`config.mk`:
```
export PLATFORM = sky130hd
export DESIGN_NAME = proc_run_ctrl
export DESIGN_NICKNAME = d
export VERILOG_FILES = /design/src/rtl/proc_run_ctrl.sv
export SDC_FILE = /design/constraint.sdc
export NUM_CORES = 1
export LEC_CHECK = 0
export ABC_AREA = 0
export ABC_CLOCK_PERIOD_IN_PS = 2810
export BUFFER_PORTS_ARGS = -buffer_cell sky130_fd_sc_hd__buf_4
export CAP_MARGIN = 25
export CELL_PAD_IN_SITES_DETAIL_PLACEMENT = 0
export CELL_PAD_IN_SITES_GLOBAL_PLACEMENT = 2
export CORE_AREA = 2 2 227 229
export CTS_CLUSTER_SIZE = 12
export DETAILED_ROUTE_END_ITERATION = 7
export DIE_AREA = 0 0 229 231
export PLACE_DENSITY = 0.72
export RECOVER_POWER = 50
export SYNTH_ARGS = -nofsm -noshare
export SYNTH_HDL_FRONTEND = slang
export SYNTH_SLANG_ARGS = --single-unit
```
`constraint.sdc`:
```
create_clock -name CLK -period 2.81 [get_ports CLK]
set_clock_uncertainty 0.2 [all_clocks]
set_input_delay 0.4215 -clock CLK [delete_from_list [all_inputs] [get_ports CLK]]
set_output_delay 0.4215 -clock CLK [all_outputs]
set_load 0.005 [all_outputs]
```
`src/rtl/proc_run_ctrl.sv`:
```
// -----------------------------------------------------------------------------
// proc_run_ctrl
//
// Run controller for the single-cycle CPU. On a start request it loads the
// CPU start PC and holds the CPU in reset for RESET_CYCLES clocks. It then lets
// the program run until the CPU PC reaches the latched end address. At that
// point it captures MemtoRegOut and compares it with the latched expected
// value. A watchdog stops runs that never reach the end address.
//
// Parameters
//   RESET_CYCLES  clocks cpu_resetl is held low after start (1..15)
//   WD_LIMIT      RUN clocks allowed before timeout (>= 1)
//
// Ports
//   CLK              clock, all state changes on the rising edge
//   resetl           asynchronous active-low reset
//   start            one-cycle run request (accepted in IDLE/DONE/TIMEOUT)
//   start_addr       start PC for the run
//   end_addr         run ends when CPU PC >= this value (unsigned)
//   expected         expected MemtoRegOut at the end of the run
//   cpu_resetl       drives the CPU resetl input
//   cpu_startpc      drives the CPU startpc input
//   cpu_currentpc    CPU currentpc
//   cpu_memtoregout  CPU MemtoRegOut
//   busy             high in RESET or RUN
//   done             high in DONE or TIMEOUT
//   pass             high in DONE when the result matches
//   timeout          high in TIMEOUT
//   result           captured MemtoRegOut
//   cycle_count      RUN clocks elapsed before termination
// -----------------------------------------------------------------------------
module proc_run_ctrl #(
  parameter int unsigned RESET_CYCLES = 2,
  parameter logic [15:0] WD_LIMIT     = 16'h00FF
) (
  input  logic        CLK,
  input  logic        resetl,
  input  logic        start,
  input  logic [63:0] start_addr,
  input  logic [63:0] end_addr,
  input  logic [63:0] expected,
  output logic        cpu_resetl,
  output logic [63:0] cpu_startpc,
  input  logic [63:0] cpu_currentpc,
  input  logic [63:0] cpu_memtoregout,
  output logic        busy,
  output logic        done,
  output logic        pass,
  output logic        timeout,
  output logic [63:0] result,
  output logic [15:0] cycle_count
);

  localparam logic [2:0] ST_IDLE    = 3'd0;
  localparam logic [2:0] ST_RESET   = 3'd1;
  localparam logic [2:0] ST_RUN     = 3'd2;
  localparam logic [2:0] ST_DONE    = 3'd3;
  localparam logic [2:0] ST_TIMEOUT = 3'd4;

  localparam logic [3:0]  RST_LAST = 4'(RESET_CYCLES - 1);
  localparam logic [15:0] WD_LAST  = WD_LIMIT - 16'd1;

  logic [2:0]  state_q,       state_d;
  logic [3:0]  rst_cnt_q,     rst_cnt_d;
  logic        cpu_resetl_q,  cpu_resetl_d;
  logic [63:0] cpu_startpc_q, cpu_startpc_d;
  logic [63:0] end_q,         end_d;
  logic [63:0] exp_q,         exp_d;
  logic        busy_q,        busy_d;
  logic        done_q,        done_d;
  logic        pass_q,        pass_d;
  logic        timeout_q,     timeout_d;
  logic [63:0] result_q,      result_d;
  logic [15:0] cycle_count_q, cycle_count_d;

  logic        idle_like;
  logic        end_hit;

  // A new run is accepted from any terminal or idle state.
  assign idle_like = (state_q == ST_IDLE) || (state_q == ST_DONE) ||
                     (state_q == ST_TIMEOUT);
  assign end_hit   = (cpu_currentpc >= end_q);

  always_comb begin
    // NOTE: every _d signal gets a hold default first, so no path through the
    // case statement can leave one unassigned and infer a latch.
    state_d       = state_q;
    rst_cnt_d     = rst_cnt_q;
    cpu_resetl_d  = cpu_resetl_q;
    cpu_startpc_d = cpu_startpc_q;
    end_d         = end_q;
    exp_d         = exp_q;
    busy_d        = busy_q;
    done_d        = done_q;
    pass_d        = pass_q;
    timeout_d     = timeout_q;
    result_d      = result_q;
    cycle_count_d = cycle_count_q;

    case (state_q)
      ST_IDLE, ST_DONE, ST_TIMEOUT: begin
        // The CPU free-runs whenever no run is being set up.
        cpu_resetl_d = 1'b1;
        if (start) begin
          cpu_startpc_d = start_addr;
          end_d         = end_addr;
          exp_d         = expected;
          result_d      = '0;
          cycle_count_d = '0;
          pass_d        = 1'b0;
          done_d        = 1'b0;
          timeout_d     = 1'b0;
          cpu_resetl_d  = 1'b0;
          busy_d        = 1'b1;
          rst_cnt_d     = '0;
          state_d       = ST_RESET;
        end
      end

      ST_RESET: begin
        rst_cnt_d = rst_cnt_q + 4'd1;
        if (rst_cnt_q == RST_LAST) begin
          cpu_resetl_d = 1'b1;
          state_d      = ST_RUN;
        end
      end

      ST_RUN: begin
        // End detection has priority over watchdog expiry on the same edge.
        if (end_hit) begin
          result_d = cpu_memtoregout;
          pass_d   = (cpu_memtoregout == exp_q);
          done_d   = 1'b1;
          busy_d   = 1'b0;
          state_d  = ST_DONE;
        end else if (cycle_count_q == WD_LAST) begin
          timeout_d     = 1'b1;
          done_d        = 1'b1;
          busy_d        = 1'b0;
          cycle_count_d = WD_LIMIT;
          state_d       = ST_TIMEOUT;
        end else begin
          cycle_count_d = cycle_count_q + 16'd1;
        end
      end

      default: begin
        state_d = ST_IDLE;
      end
    endcase
  end

  // NOTE: state registers use non-blocking assignments so that every flop
  // samples the pre-edge value of every other flop.
  always_ff @(posedge CLK or negedge resetl) begin
    if (!resetl) begin
      state_q       <= ST_IDLE;
      rst_cnt_q     <= '0;
      cpu_resetl_q  <= 1'b0;
      cpu_startpc_q <= '0;
      end_q         <= '0;
      exp_q         <= '0;
      busy_q        <= 1'b0;
      done_q        <= 1'b0;
      pass_q        <= 1'b0;
      timeout_q     <= 1'b0;
      result_q      <= '0;
      cycle_count_q <= '0;
    end else begin
      state_q       <= state_d;
      rst_cnt_q     <= rst_cnt_d;
      cpu_resetl_q  <= cpu_resetl_d;
      cpu_startpc_q <= cpu_startpc_d;
      end_q         <= end_d;
      exp_q         <= exp_d;
      busy_q        <= busy_d;
      done_q        <= done_d;
      pass_q        <= pass_d;
      timeout_q     <= timeout_d;
      result_q      <= result_d;
      cycle_count_q <= cycle_count_d;
    end
  end

  assign cpu_resetl  = cpu_resetl_q;
  assign cpu_startpc = cpu_startpc_q;
  assign busy        = busy_q;
  assign done        = done_q;
  assign pass        = pass_q;
  assign timeout     = timeout_q;
  assign result      = result_q;
  assign cycle_count = cycle_count_q;

endmodule

```
==> report_table.html <==
<table>
<tr><th>Metric</th><th>Value</th></tr>
<tr><th colspan="2">Status</th></tr>
<tr><td>Status</td><td>finished, violations left</td></tr>
<tr><td>Violations in the final reports</td><td>capacitance limit, slew limit, setup timing</td></tr>
<tr><th colspan="2">Clock network</th></tr>
<tr><td>Deepest level of the CTS H-tree</td><td>2</td></tr>
<tr><td>Number of buffers added by the clock tree synthesis step</td><td>38</td></tr>
<tr><td>Worst skew pair latency</td><td>550 ps</td></tr>
<tr><td>Clock tree buffer depth</td><td>3</td></tr>
<tr><td>Worst-path clk slew</td><td>approximately 60 ps</td></tr>
<tr><td>Sink Count</td><td>~280</td></tr>
<tr><td>TritonCTS clock tree</td><td>done</td></tr>
<tr><td>CTS root buf</td><td>clkbuf_16</td></tr>
<tr><th colspan="2">Global routing</th></tr>
<tr><td>Via count of the first global-routing pass</td><td>about 14,000</td></tr>
<tr><td>Overall global routing resource usage</td><td>18.9%</td></tr>
<tr><td>Largest net degree at the start of global routing</td><td>84</td></tr>
<tr><td>Number of antenna violations at the first check in global routing</td><td>3</td></tr>
<tr><td>Wire length of the first global-routing pass</td><td>78,200 um</td></tr>
<tr><td>Leftover overflow at the end of global routing</td><td>0</td></tr>
<tr><th colspan="2">Final layout</th></tr>
<tr><td>Area of the multi-input gates</td><td>roughly 0.0058 mm^2</td></tr>
<tr><td>Final standard cell area without fillers</td><td>approximately 0.022 mm^2</td></tr>
<tr><td>Post-layout net count</td><td>roughly 2,600</td></tr>
<tr><td>Count of fill cells added during filler insertion</td><td>around 4,900</td></tr>
<tr><td>Sequential standard cell area</td><td>0.00711 mm^2</td></tr>
<tr><td>Share of cells above drive strength 1</td><td>approximately 31%</td></tr>
<tr><td>Area growth syn-to-layout</td><td>71.8%</td></tr>
<tr><th colspan="2">Timing</th></tr>
<tr><td>Number of max-slew violations in the final report</td><td>70</td></tr>
<tr><td>Ratio of final minimum period to clock period</td><td>109%</td></tr>
<tr><td>Worst slew pin tran</td><td>slightly below 2000 ps</td></tr>
<tr><td>Setup repair after global routing missed its margin</td><td>true</td></tr>
<tr><td>Number of hold violations in the final report</td><td>0</td></tr>
<tr><td>Remaining max-slew budget at the tightest pin</td><td>-28.4%</td></tr>
<tr><td>Min Tclk post-route</td><td>roughly 3100 ps</td></tr>
<tr><td>Worst path setup slack after routing</td><td>-242 ps</td></tr>
<tr><td>Maximum clock rate</td><td>between 0.3 and 0.4 GHz</td></tr>
<tr><td>Post-route setup TNS</td><td>-14,810 ps</td></tr>
<tr><td>Hold slack</td><td>roughly 130 ps</td></tr>
<tr><td>Final setup violating endpoints</td><td>80</td></tr>
<tr><th colspan="2">Power and ir drop</th></tr>
<tr><td>Share of power burned in registers</td><td>between 30% and 40%</td></tr>
<tr><td>Internal power</td><td>roughly 9.8 mW</td></tr>
<tr><td>Switching share of power</td><td>between 30% and 40%</td></tr>
<tr><td>Worst VDD drop</td><td>between 300 and 400 uV</td></tr>
<tr><td>Sw Pwr</td><td>between 4 and 5 mW</td></tr>
<tr><td>Static Leakage</td><td>approximately 12 nW</td></tr>
<tr><td>Power, Total</td><td>between 10 and 15 mW</td></tr>
<tr><td>Fraction of power consumed by combinational cells</td><td>between 20 and 30%</td></tr>
<tr><td>Clock group share of total power</td><td>a little over a third</td></tr>
<tr><td>Total power density per cell area</td><td>around 630 mW/mm^2</td></tr>
<tr><th colspan="2">Floorplanning</th></tr>
<tr><td>Total die area</td><td>about 0.053 mm^2</td></tr>
<tr><td>Die X-Extent</td><td>229 um</td></tr>
<tr><td># rows</td><td>between 80 and 90</td></tr>
<tr><td>Number of I/O pins</td><td>472</td></tr>
<tr><td>Placeable core region</td><td>around 0.051 mm^2</td></tr>
<tr><td>Floorplan die height</td><td>231 um</td></tr>
<tr><td>Starting density of the core</td><td>between 20% and 30%</td></tr>
<tr><th colspan="2">Setup path</th></tr>
<tr><td>Start of the worst register-to-register path</td><td>end_q[51]</td></tr>
<tr><td>Reg2Reg Capture Point</td><td>result[21]</td></tr>
<tr><td>Type of the worst setup path</td><td>reg2reg</td></tr>
<tr><td>Crit path capture type</td><td>flop</td></tr>
<tr><td>Crit path required time</td><td>3050 ps</td></tr>
<tr><td>Crit start category</td><td>flop</td></tr>
<tr><td>Max FO, Critical Path</td><td>28</td></tr>
<tr><td>Endpoint arrival time on the critical path</td><td>between 3000 and 4000 ps</td></tr>
<tr><td>Cells on worst reg2reg path</td><td>14</td></tr>
<tr><td>Setup slack of the most critical reg-to-reg path</td><td>-240 ps</td></tr>
<tr><th colspan="2">Synth</th></tr>
<tr><td>Total nets after synthesis</td><td>between 1,500 and 2,000</td></tr>
<tr><td>Synthesized instance count</td><td>between 1,000 and 1,500</td></tr>
<tr><td>Count of distinct cell types in the synthesized netlist</td><td>between 40 and 50</td></tr>
<tr><td>Mapped Area</td><td>0.0130 mm^2</td></tr>
<tr><td>Most used DFF post-synth</td><td>dfrtp_1</td></tr>
<tr><td>Number of enable flip-flop cells after synthesis</td><td>0</td></tr>
<tr><td>Total number of yosys warnings</td><td>0</td></tr>
<tr><td>Share of the yosys chip area belonging to registers</td><td>54.6%</td></tr>
<tr><td>Mean Syn Cell Area</td><td>9.48 um^2</td></tr>
<tr><td>Async set-reset flop share out of synthesis</td><td>between 90% and 100%</td></tr>
<tr><td>Number of storage elements in the synthesis netlist</td><td>around 280</td></tr>
<tr><th colspan="2">Placed design</th></tr>
<tr><td>Routability cong.</td><td>~0.8</td></tr>
<tr><td>Post-place instance area</td><td>between 0.015 and 0.02 mm^2</td></tr>
<tr><td>DP HPWL</td><td>between 30,000 and 40,000 um</td></tr>
<tr><td>Port Buf Inserts</td><td>between 400 and 500</td></tr>
<tr><td>Placement-stage worst setup slack</td><td>-583 ps</td></tr>
<tr><th colspan="2">Worst hold path</th></tr>
<tr><td>End point of the worst hold path</td><td>state_q[2]</td></tr>
<tr><td>Worst hold start</td><td>start</td></tr>
<tr><td>Number of instances on the worst hold path</td><td>3</td></tr>
<tr><td>Hold/Removal Path Class</td><td>in2reg</td></tr>
<tr><th colspan="2">Flow run</th></tr>
<tr><td>Max Cap Viol</td><td>1</td></tr>
<tr><th colspan="2">Routing</th></tr>
<tr><td>Number of antenna-violating nets in the routed design</td><td>0</td></tr>
<tr><td>Drc violations</td><td>0</td></tr>
<tr><td>WL per Instance</td><td>17.6 um</td></tr>
<tr><td>Vias per std cell</td><td>4.40</td></tr>
<tr><td>Initial DRC Count</td><td>489</td></tr>
<tr><td>Number of search-and-repair iterations in the first detailed-routing pass</td><td>4</td></tr>
<tr><td>Total length of routed wires</td><td>50,800 um</td></tr>
<tr><td>Via count</td><td>12,700</td></tr>
</table>
-- synthesized netlist by cell type (all sizes together) (17+ instances only) --
cell type  number  area share, %
xor2           42            2.8
nor2           25           0.72
nand2         489             14
nand4          23            1.1
clkbuf         41            1.2
ha             68            6.5
buf            19           0.89
inv            71            2.0
dfrtp         284             55
xnor2          23            1.5
a21oi          36            1.4
a22o           64            4.3
o21ai          91            3.5
nor4           17           0.87
-- flip-flops by register name (all words and copies together) (netlist names) --
signal	flops
state_q	3
result	64
cycle_count	16
cpu_resetl	1
done	1
rst_cnt_q	4
end_q	64
exp_q	64
timeout	1
busy	1
pass	1
cpu_startpc	64
-- metal layers --
metal	global-route usage (%)	share of wire (%)	vias up	wire length [um]
met4	6.72	3.4	2	1700
met3	4.61	5.5	119	2770
met5	0	0.022	-	11
met2	31.5	49	349	24900
met1	23.8	42	6055	21500
li1	-	-	6171	-
-- repair_timing --
item,in CTS,in global routing
hold buffers,257,0
endpoints found under the setup margin,87,87
pin swaps,8,28
gates cloned,2,2
gates resized for setup,29,59
endpoints found under the hold margin,318,0
buffers inserted,5,7
-- worst max-delay path, cell delays in order (launching register included) --
cell	delay [ps]
dfrtp_1	320
inv_1	70
ha_4	280
buf_4	100
nand4_1	130
nor4_2	310
buf_4	180
nand4_1	140
a31oi_4	210
a41oi_4	70
a31oi_1	170
nand4_1	160
buf_12	190
buf_12	160
a22o_1	240
-- final cells by class --
cell class	count	share of cell area, %
Multi-Input combinational cell	958	25.7
Inverter	71	1.19
Timing Repair Buffer	824	31.6
Sequential cell	284	31.8
Clock buffer	55	5.17
Antenna cell	2	0.0224
Clock inverter	12	0.700
Tap cell	680	3.81
-- placed cells by master (no fill, tap or decap), drive strengths merged, types with 6 or more instances in the layout --
| cell type | count |
|---|---|
| a22o | 64 |
| inv | 73 |
| nand3 | 14 |
| xnor2 | 23 |
| dlygate4sd3 | 257 |
| xor2 | 42 |
| o21ai | 91 |
| nand2b | 8 |
| a31oi | 6 |
| nor2 | 25 |
| dfrtp | 284 |
| a21oi | 36 |
| nand4 | 23 |
| buf | 527 |
| nand2 | 489 |
| nor3 | 8 |
| clkbuf | 94 |
| nor4 | 17 |
| ha | 68 |
| clkinv | 6 |
-- worst max path at each step --
stage	start	end	slack (ps)	cells after the start
floorplan	cpu_currentpc[45]	pass	-10	10
global placement	cpu_currentpc[51]	pass	-620	13
detailed placement	cpu_currentpc[13]	cycle_count[11]	-580	11
CTS	end_q[14]	result[21]	-270	12
global route	end_q[14]	result[21]	-340	12
finish	end_q[51]	result[21]	-240	14
-- logic make-up after synthesis --
group,Yosys count,share of synthesized area [%]
buffers and inverters,131,4.13
adders and majority gates,68,6.54
muxes,1,0.0865
and+or+nand+nor,601,19.1
DFF,284,54.6
AOI/OAI and AO/OA,223,11.1
xor gates and xnor gates,65,4.38
-- power groups by stage --
| stage | Clock [mW] | Combinational [mW] | Sequential (mW) |
|---|---|---|---|
| 2_1_floorplan | 0 | 1.61 | 5.15 |
| 5_1_grt | 5.44 | 4.36 | 5.23 |
| 3_5_place_dp | 0 | 3.34 | 5.19 |
| 6_report | 5.08 | 3.88 | 5.14 |
| 3_3_place_gp | 0 | 3.30 | 5.18 |
| 4_1_cts | 5.24 | 3.69 | 5.15 |
-- through the flow --
step / std cells / utilization, %
finish: 2886 / 44.1
global placement: 2544 / 35.4
global route: 2886 / 44.1
floorplan: 1373 / -
CTS: 2875 / 43.5
detailed placement: 2544 / 35.4
Power figures use the tool's default switching activity.
